<file path="config.mk">
export PLATFORM = sky130hd
export DESIGN_NAME = sfb_fetch_scheduler
export DESIGN_NICKNAME = d
export VERILOG_FILES = /design/src/rtl/sfb_pkg.sv /design/src/rtl/sfb_credit_counter.sv /design/src/rtl/sfb_fetch_scheduler.sv
export SDC_FILE = /design/constraint.sdc
export NUM_CORES = 1
export LEC_CHECK = 0
export ABC_AREA = 1
export CORE_ASPECT_RATIO = 0.75
export CORE_UTILIZATION = 40
export DETAILED_ROUTE_END_ITERATION = 16
export GPL_TIMING_DRIVEN = 0
export MAX_ROUTING_LAYER = met4
export PLACE_DENSITY = 0.68
export SETUP_SLACK_MARGIN = 0.02
export SYNTH_ARGS = -nofsm -noshare
export SYNTH_HDL_FRONTEND = slang
export SYNTH_SLANG_ARGS = --single-unit
</file>
<file path="constraint.sdc">
create_clock -name pixel_clock -period 3.2 [get_ports pixel_clock]
set_input_delay 0.64 -clock pixel_clock [delete_from_list [all_inputs] [get_ports pixel_clock]]
set_output_delay 0.64 -clock pixel_clock [all_outputs]
set_load 0.05 [all_outputs]
</file>
<file path="src/rtl/sfb_pkg.sv">
// Shared types, widths and derived-constant helpers for the frame buffer
// line-fetch scheduler.
package sfb_pkg;

    localparam int ADDR_W   = 32;
    localparam int LEN_W    = 6;
    localparam int POS_W    = 14;
    localparam int USED_W   = 11;
    localparam int CREDIT_W = 12;
    localparam int BEATS_W  = 16;

    typedef enum logic [1:0] {
        IDLE   = 2'd0,
        CREDIT = 2'd1,
        REQ    = 2'd2
    } fetch_state_t;

    // Beats needed to carry one visible line, rounded up to whole beats.
    function automatic int line_beats(input int h_visible, input int bpp_bytes,
                                      input int beat_bytes);
        return (h_visible * bpp_bytes + beat_bytes - 1) / beat_bytes;
    endfunction

    // Fetching runs one line ahead of display.
    function automatic int fetch_first(input int v_vis_begin);
        return v_vis_begin - 1;
    endfunction

    function automatic int fetch_last(input int v_vis_begin, input int v_visible);
        return v_vis_begin + v_visible - 2;
    endfunction

endpackage

</file>
<file path="src/rtl/sfb_credit_counter.sv">
// Tracks beats requested but not yet written into the line FIFO, and decides
// whether the FIFO has room for the next burst.
module sfb_credit_counter
    import sfb_pkg::*;
#(
    parameter int FIFO_DEPTH = 1024
) (
    input  logic                pixel_clock,
    input  logic                nrst,
    input  logic                accept,
    input  logic [LEN_W-1:0]    accept_len,
    input  logic                rd_beat,
    input  logic [USED_W-1:0]   fifo_used,
    input  logic [LEN_W-1:0]    need_len,
    output logic [CREDIT_W-1:0] outstanding,
    output logic                credit_ok
);

    logic [CREDIT_W-1:0] credit;

    // Free FIFO space not already promised to in-flight beats (wraps as unsigned).
    always_comb begin
        credit    = CREDIT_W'(FIFO_DEPTH) - CREDIT_W'(fifo_used) - outstanding;
        credit_ok = (credit >= CREDIT_W'(need_len));
    end

    // Accepted bursts add their length; each returned beat retires one.
    always_ff @(posedge pixel_clock or negedge nrst) begin
        if (!nrst) begin
            outstanding <= '0;
        end else begin
            case ({accept, rd_beat})
                2'b10: outstanding <= outstanding + CREDIT_W'(accept_len);
                2'b01: if (outstanding != '0) outstanding <= outstanding - CREDIT_W'(1);
                2'b11: outstanding <= outstanding + CREDIT_W'(accept_len) - CREDIT_W'(1);
                default: outstanding <= outstanding;
            endcase
        end
    end

endmodule

</file>
<file path="src/rtl/sfb_fetch_scheduler.sv">
// Line-fetch scheduler: issues burst reads one line ahead of display, gated
// by FIFO credit, and manages the front buffer swap and FIFO flush per frame.
module sfb_fetch_scheduler
    import sfb_pkg::*;
#(
    parameter int H_VISIBLE   = 1920,
    parameter int V_VISIBLE   = 1080,
    parameter int V_VIS_BEGIN = 41,
    parameter int BPP_BYTES   = 4,
    parameter int BEAT_BYTES  = 16,
    parameter int BURST_BEATS = 32,
    parameter int FIFO_DEPTH  = 1024,
    parameter int LINE_STRIDE = 7680
) (
    input  logic              pixel_clock,
    input  logic              nrst,
    input  logic [POS_W-1:0]  timing_h_pos,
    input  logic [POS_W-1:0]  timing_v_pos,
    input  logic [ADDR_W-1:0] buf0_base,
    input  logic [ADDR_W-1:0] buf1_base,
    input  logic              swap_req,
    input  logic [USED_W-1:0] fifo_used,
    input  logic              rd_beat,
    output logic              req_valid,
    input  logic              req_ready,
    output logic [ADDR_W-1:0] req_addr,
    output logic [LEN_W-1:0]  req_len,
    output logic              fifo_flush,
    output logic              cur_buf,
    output logic              swap_ack,
    output logic              underrun
);

    localparam int LINE_BEATS  = line_beats(H_VISIBLE, BPP_BYTES, BEAT_BYTES);
    localparam logic [POS_W-1:0] FIRST_POS = POS_W'(fetch_first(V_VIS_BEGIN));
    localparam logic [POS_W-1:0] LAST_POS  = POS_W'(fetch_last(V_VIS_BEGIN, V_VISIBLE));

    fetch_state_t        state;
    logic                swap_pending;
    logic                flush_pending;
    logic                restart;
    logic [ADDR_W-1:0]   line_addr;
    logic [ADDR_W-1:0]   fetch_addr;
    logic [BEATS_W-1:0]  rem_beats;

    logic                frame_start;
    logic                trigger;
    logic                trigger_ok;
    logic                accept;
    logic [LEN_W-1:0]    next_len;
    logic [BEATS_W-1:0]  rem_after;
    logic [ADDR_W-1:0]   new_line_addr;
    logic [ADDR_W-1:0]   burst_bytes;
    logic [CREDIT_W-1:0] outstanding;
    logic                credit_ok;

    // Raster decode, next burst sizing and address arithmetic.
    always_comb begin
        frame_start   = (timing_h_pos == '0) && (timing_v_pos == '0);
        trigger       = (timing_h_pos == '0) && (timing_v_pos >= FIRST_POS)
                        && (timing_v_pos <= LAST_POS);
        trigger_ok    = trigger && !flush_pending;
        accept        = req_valid && req_ready;
        next_len      = (rem_beats < BEATS_W'(BURST_BEATS)) ? LEN_W'(rem_beats)
                                                            : LEN_W'(BURST_BEATS);
        rem_after     = rem_beats - BEATS_W'(req_len);
        burst_bytes   = ADDR_W'(req_len) * ADDR_W'(BEAT_BYTES);
        new_line_addr = (timing_v_pos == FIRST_POS) ? (cur_buf ? buf1_base : buf0_base)
                                                    : line_addr + ADDR_W'(LINE_STRIDE);
    end

    sfb_credit_counter #(
        .FIFO_DEPTH (FIFO_DEPTH)
    ) u_credit (
        .pixel_clock (pixel_clock),
        .nrst        (nrst),
        .accept      (accept),
        .accept_len  (req_len),
        .rd_beat     (rd_beat),
        .fifo_used   (fifo_used),
        .need_len    (next_len),
        .outstanding (outstanding),
        .credit_ok   (credit_ok)
    );

    // Frame-start bookkeeping: buffer swap and the once-per-frame FIFO flush.
    always_ff @(posedge pixel_clock or negedge nrst) begin
        if (!nrst) begin
            cur_buf       <= 1'b0;
            swap_ack      <= 1'b0;
            swap_pending  <= 1'b0;
            flush_pending <= 1'b0;
            fifo_flush    <= 1'b0;
        end else begin
            swap_ack   <= 1'b0;
            fifo_flush <= 1'b0;
            if (frame_start) begin
                if (swap_pending || swap_req) begin
                    cur_buf  <= ~cur_buf;
                    swap_ack <= 1'b1;
                end
                swap_pending  <= 1'b0;
                flush_pending <= 1'b1;
            end else begin
                if (swap_req) swap_pending <= 1'b1;
                if (flush_pending && (state == IDLE) && (outstanding == '0)) begin
                    fifo_flush    <= 1'b1;
                    flush_pending <= 1'b0;
                end
            end
        end
    end

    // Fetch FSM: wait for credit, hold each request until accepted, restart on late triggers.
    always_ff @(posedge pixel_clock or negedge nrst) begin
        if (!nrst) begin
            state      <= IDLE;
            req_valid  <= 1'b0;
            req_addr   <= '0;
            req_len    <= '0;
            underrun   <= 1'b0;
            restart    <= 1'b0;
            line_addr  <= '0;
            fetch_addr <= '0;
            rem_beats  <= '0;
        end else begin
            if (trigger && (flush_pending || (state != IDLE))) underrun <= 1'b1;
            case (state)
                IDLE: begin
                    if (trigger_ok) begin
                        line_addr  <= new_line_addr;
                        fetch_addr <= new_line_addr;
                        rem_beats  <= BEATS_W'(LINE_BEATS);
                        state      <= CREDIT;
                    end
                end
                CREDIT: begin
                    if (trigger_ok) begin
                        line_addr  <= new_line_addr;
                        fetch_addr <= new_line_addr;
                        rem_beats  <= BEATS_W'(LINE_BEATS);
                    end else if (credit_ok) begin
                        req_valid <= 1'b1;
                        req_addr  <= fetch_addr;
                        req_len   <= next_len;
                        state     <= REQ;
                    end
                end
                REQ: begin
                    if (req_ready) begin
                        req_valid <= 1'b0;
                        restart   <= 1'b0;
                        if (trigger_ok) begin
                            line_addr  <= new_line_addr;
                            fetch_addr <= new_line_addr;
                            rem_beats  <= BEATS_W'(LINE_BEATS);
                            state      <= CREDIT;
                        end else if (restart) begin
                            state <= CREDIT;
                        end else begin
                            fetch_addr <= fetch_addr + burst_bytes;
                            rem_beats  <= rem_after;
                            state      <= (rem_after != '0) ? CREDIT : IDLE;
                        end
                    end else if (trigger_ok) begin
                        line_addr  <= new_line_addr;
                        fetch_addr <= new_line_addr;
                        rem_beats  <= BEATS_W'(LINE_BEATS);
                        restart    <= 1'b1;
                    end
                end
                default: state <= IDLE;
            endcase
        end
    end

endmodule

</file>
==> impl_summary.txt <==
----------------------------------------------------
[Outcome]
  Run status ... finished with violations
  Violations in the final reports ... negative setup slack

[CTS]
  Total clock sinks ... 140
  Root buffer cell ... clkbuf_16
  Clk_lat worst skew ... between 0.4 and 0.5 ns
  Clock edge transition at the registers on the reported setup and hold paths ... 0.07 ns
  Level count of the clock H-tree ... 4
  TritonCTS clock tree ... done
  CTS buffer count ... 17
  Maximum root-to-sink buffer count ... 2
  Hold Buf Count CTS ... 0

[GRT]
  Maximum number of pins on one net before global-route repair ... between 90 and 100
  Initial antenna violation count ... 0
  Grt total ovfl ... 0
  Number of global-route vias before repair ... around 10,000
  Global-route usage over all layers ... 0.260
  Global-route wire length before repair ... 52,200 um

[Placed design]
  Placed wire-length estimate after detailed placement ... 24,900 um
  Port Buffers ... 150
  Placed Area ... 12,200 um^2
  Dpl cells ... between 1,500 and 2,000
  Global placer's final weighted congestion ... 0.991
  Post-placement setup slack ... -0.931 ns

[Logic synthesis]
  Share of synthesized registers carrying an async set or reset ... 1.00
  Synth Area in XOR/XNOR ... 0.0352
  Number of synthesized flops with an enable pin ... 0
  Area fraction of the dominant cell type after synthesis ... 0.343
  Yosys synthesis warning count ... 0
  Largest family of logic cells by synthesized area ... simple AND/OR/NAND/NOR gates
  Portion of the post-synthesis area used by sequential elements ... 0.343
  Distinct cell type count after synthesis ... 51
  Dominant cells by area after synthesis ... dfrtp_1, nand2_1, nand3_1
  Post-synthesis instance area ... 10,200 um^2
  Avg Cell Area, Syn ... 6.97 um^2
  Yosys reg bits ... 140
  Top cell type by total area after synthesis ... dfrtp_1
  Post-synth net total ... 1,624
  Simple logic cell fraction of the synthesized area ... 0.348
  Most numerous cell in the Yosys netlist ... nand2_1
  Synth top cells by count ... nand2_1, inv_1, nand3_1
  Mux cell area share after synthesis ... 0.0167
  Synthesized netlist cell count ... 1,465
  Adder-cell share of the synthesized area ... 0.0654
  Compound-gate portion of the synthesized area ... 0.103
  Predominant post-synthesis flop cell ... dfrtp_1

[Routing]
  Number of remaining DRC errors ... 0
  Number of antenna-violating nets in the routed design ... 0
  Final wirelength ... around 33,000 um
  Routed wire per std cell ... 16.5 um
  Number of DRC markers in iteration 0 ... 1,017
  Average via count per standard cell ... 5.28
  Routed vias ... roughly 11,000
  Number of iterations in the first detailed-routing pass ... 5

[Die]
  Initial core utilization ... 0.408
  Row count ... 50
  Die boundary height ... 140 um
  Placeable core region ... 25,000 um^2
  DIE WIDTH ... 186 um
  Area of the die ... 26,200 um^2
  I/O pin count ... 151

[Timing]
  Final hold violation count ... 0
  Final setup viols ... 6
  Final setup skew ... 0.0168 ns
  Post-layout worst setup margin ... -0.0229 ns
  Ratio of final minimum period to clock period ... 1.01
  Max Clk Rate ... 0.310 GHz
  Slew Viols, Final ... 0
  Post-layout min period ... between 3 and 4 ns
  Unrepaired setup endpoints after global routing ... true
  Slew at the pin closest to its max-slew limit ... 0.775 ns
  Headroom to the max-slew limit ... 0.483

[Setup path]
  Reg2Reg Setup Slack ... -0.02 ns
  CP Data Arrival Time ... 3.59 ns
  Logic depth of the worst register-to-register path ... 19
  Worst Path Max Fanout ... 6
  Startpoint of the worst register-to-register path ... u_credit.outstanding[1]$_DFFE_PN0P_
  Critical path class ... input pin to flip-flop
  CP startpoint kind ... input pin
  Critical path capture point type ... flip-flop
  Critical R2R Capture ... req_len[5]$_DFFE_PN0P_
  WP data required ... 3.56 ns

[Pwr]
  Total power density per cell area ... 695 nW/um^2
  Total power draw ... 9.34 mW
  Highest ir drop seen on vdd ... 0.507 mV
  Leak Pwr ... about 6.5 nW

[Finish]
  Post-route insts no fill ... 2,009
  Syn-to-layout area delta ... 31.7%
  Layout cell share with drive strength beyond 1 ... 0.118
  Post-Layout Inst Area ... about 13,000 um^2
  Final-stage net count ... 1,817
  Number of antenna diodes ... 0

[Run]
  Max_cap viols ... 0

[Worst hold path]
  Hold WC Path Type ... input pin to async pin

----------------------------------------------------
==> cells in the final DEF (no fill, tap or decap), types with 11 or more instances in the layout <==
cell type,instances
o21ai_1,25
nor2_1,91
inv_2,15
o21ai_0,57
nand4_1,21
dfrtp_1,139
clkbuf_16,19
buf_4,17
nand3_1,139
inv_1,154
nand2_1,461
nor3_1,23
o211ai_1,13
clkdlybuf4s50_1,146
ha_1,37
a21oi_1,38
xor2_1,30
nand3_2,18
nand2_2,22
mux2i_1,17
buf_6,11
buf_2,17
==> how the worst max path moves through the flow <==
stage / slack [ns] / from / to / depth (start not counted)
after floorplan: 0.03 / fifo_used[1] / req_addr[0]$_DFFE_PN0P_ / 17
after global placement: -4.47 / nrst / line_addr[0]$_DFFE_PN0P_ / 1
after detailed placement: -0.93 / fifo_used[1] / req_len[1]$_DFFE_PN0P_ / 17
after CTS: -0.03 / rem_beats[11]$_DFFE_PN0P_ / req_addr[31]$_DFFE_PN0P_ / 23
after global routing: -0.15 / fifo_used[4] / req_len[5]$_DFFE_PN0P_ / 20
final: -0.02 / fifo_used[4] / req_len[5]$_DFFE_PN0P_ / 20
==> layer usage <==
metal,vias up,routed length (um),share of wire,global-route usage
met5,-,0,0,-
met4,0,387,0.012,0.0621
met3,30,3030,0.092,0.0591
met2,435,13700,0.41,0.363
met1,4965,16000,0.48,0.376
li1,5177,-,-,-
==> flip-flops by register name, indices dropped and copies added (netlist names) <==
| name | cells |
|---|---|
| req_addr | 32 |
| line_addr | 32 |
| flush_pending | 1 |
| req_valid | 1 |
| req_len | 6 |
| underrun | 1 |
| u_credit.outstanding | 12 |
| restart | 1 |
| fetch_addr | 32 |
| rem_beats | 16 |
| swap_ack | 1 |
| fifo_flush | 1 |
| swap_pending | 1 |
| state | 2 |
| cur_buf | 1 |
==> stage by stage <==
step / TNS, ns / hold slack (ns) / utilization
3_3_place_gp: -656.33 / 0.449 / 0.485
6_report: -0.0703 / 0.119 / 0.537
3_5_place_dp: -35.41 / 0.456 / 0.486
5_1_grt: -4.71 / 0.159 / 0.537
4_1_cts: -0.891 / 0.148 / 0.529
2_1_floorplan: 0 / 0.344 / -
==> logic make-up (layout without fill, tap and decap cells) <==
family          Yosys count  after routing
compound gates          181            181
xor+xnor                 41             41
fa+ha+maj                51             51
buf+inv                 215            421
flops                   140            140
mux                      17             17
simple gates            820            820
==> worst max-delay path, cell delays in order <==
cell             delay (ns)
clkdlybuf4s50_1        0.45
inv_1                  0.04
ha_1                   0.32
ha_4                   0.33
nand2_1                0.10
nand2_2                0.10
a31oi_4                0.05
xor2_2                 0.19
ha_2                   0.17
o21bai_1               0.14
a21oi_1                0.12
nand2_1                0.06
nor2_1                 0.10
nand4_1                0.12
buf_6                  0.18
nand2_8                0.08
buf_12                 0.14
buf_8                  0.13
nand2_2                0.06
nand2_2                0.08
==> cell type report <==
cell class	instances	area, um^2
Fill cell	2406	11600
Multi-Input combinational cell	1110	6140
Sequential cell	140	3500
Timing Repair Buffer	175	1810
Inverter	171	647
Clock buffer	17	425
Tap cell	338	423
Buffer	43	307
Clock inverter	15	179
==> power breakdown <==
| group | switching, mW | leakage, nW | total [mW] | internal, mW |
|---|---|---|---|---|
| logic | 2.85 | 4.48 | 4.73 | 1.88 |
| registers | 0.414 | 1.76 | 2.53 | 2.11 |
| clock network | 0.902 | 0.296 | 2.08 | 1.18 |
| total | 4.17 | 6.54 | 9.34 | 5.17 |
==> repair_timing <==
action                                  4_1_cts  5_1_grt
gates cloned                                  5        1
buffers inserted                             13        5
hold endpoints to repair                      0        0
pin swaps                                    10       17
gates resized for setup                      67       39
endpoints found under the setup margin       41       41
(Power assumes the default switching activity.)
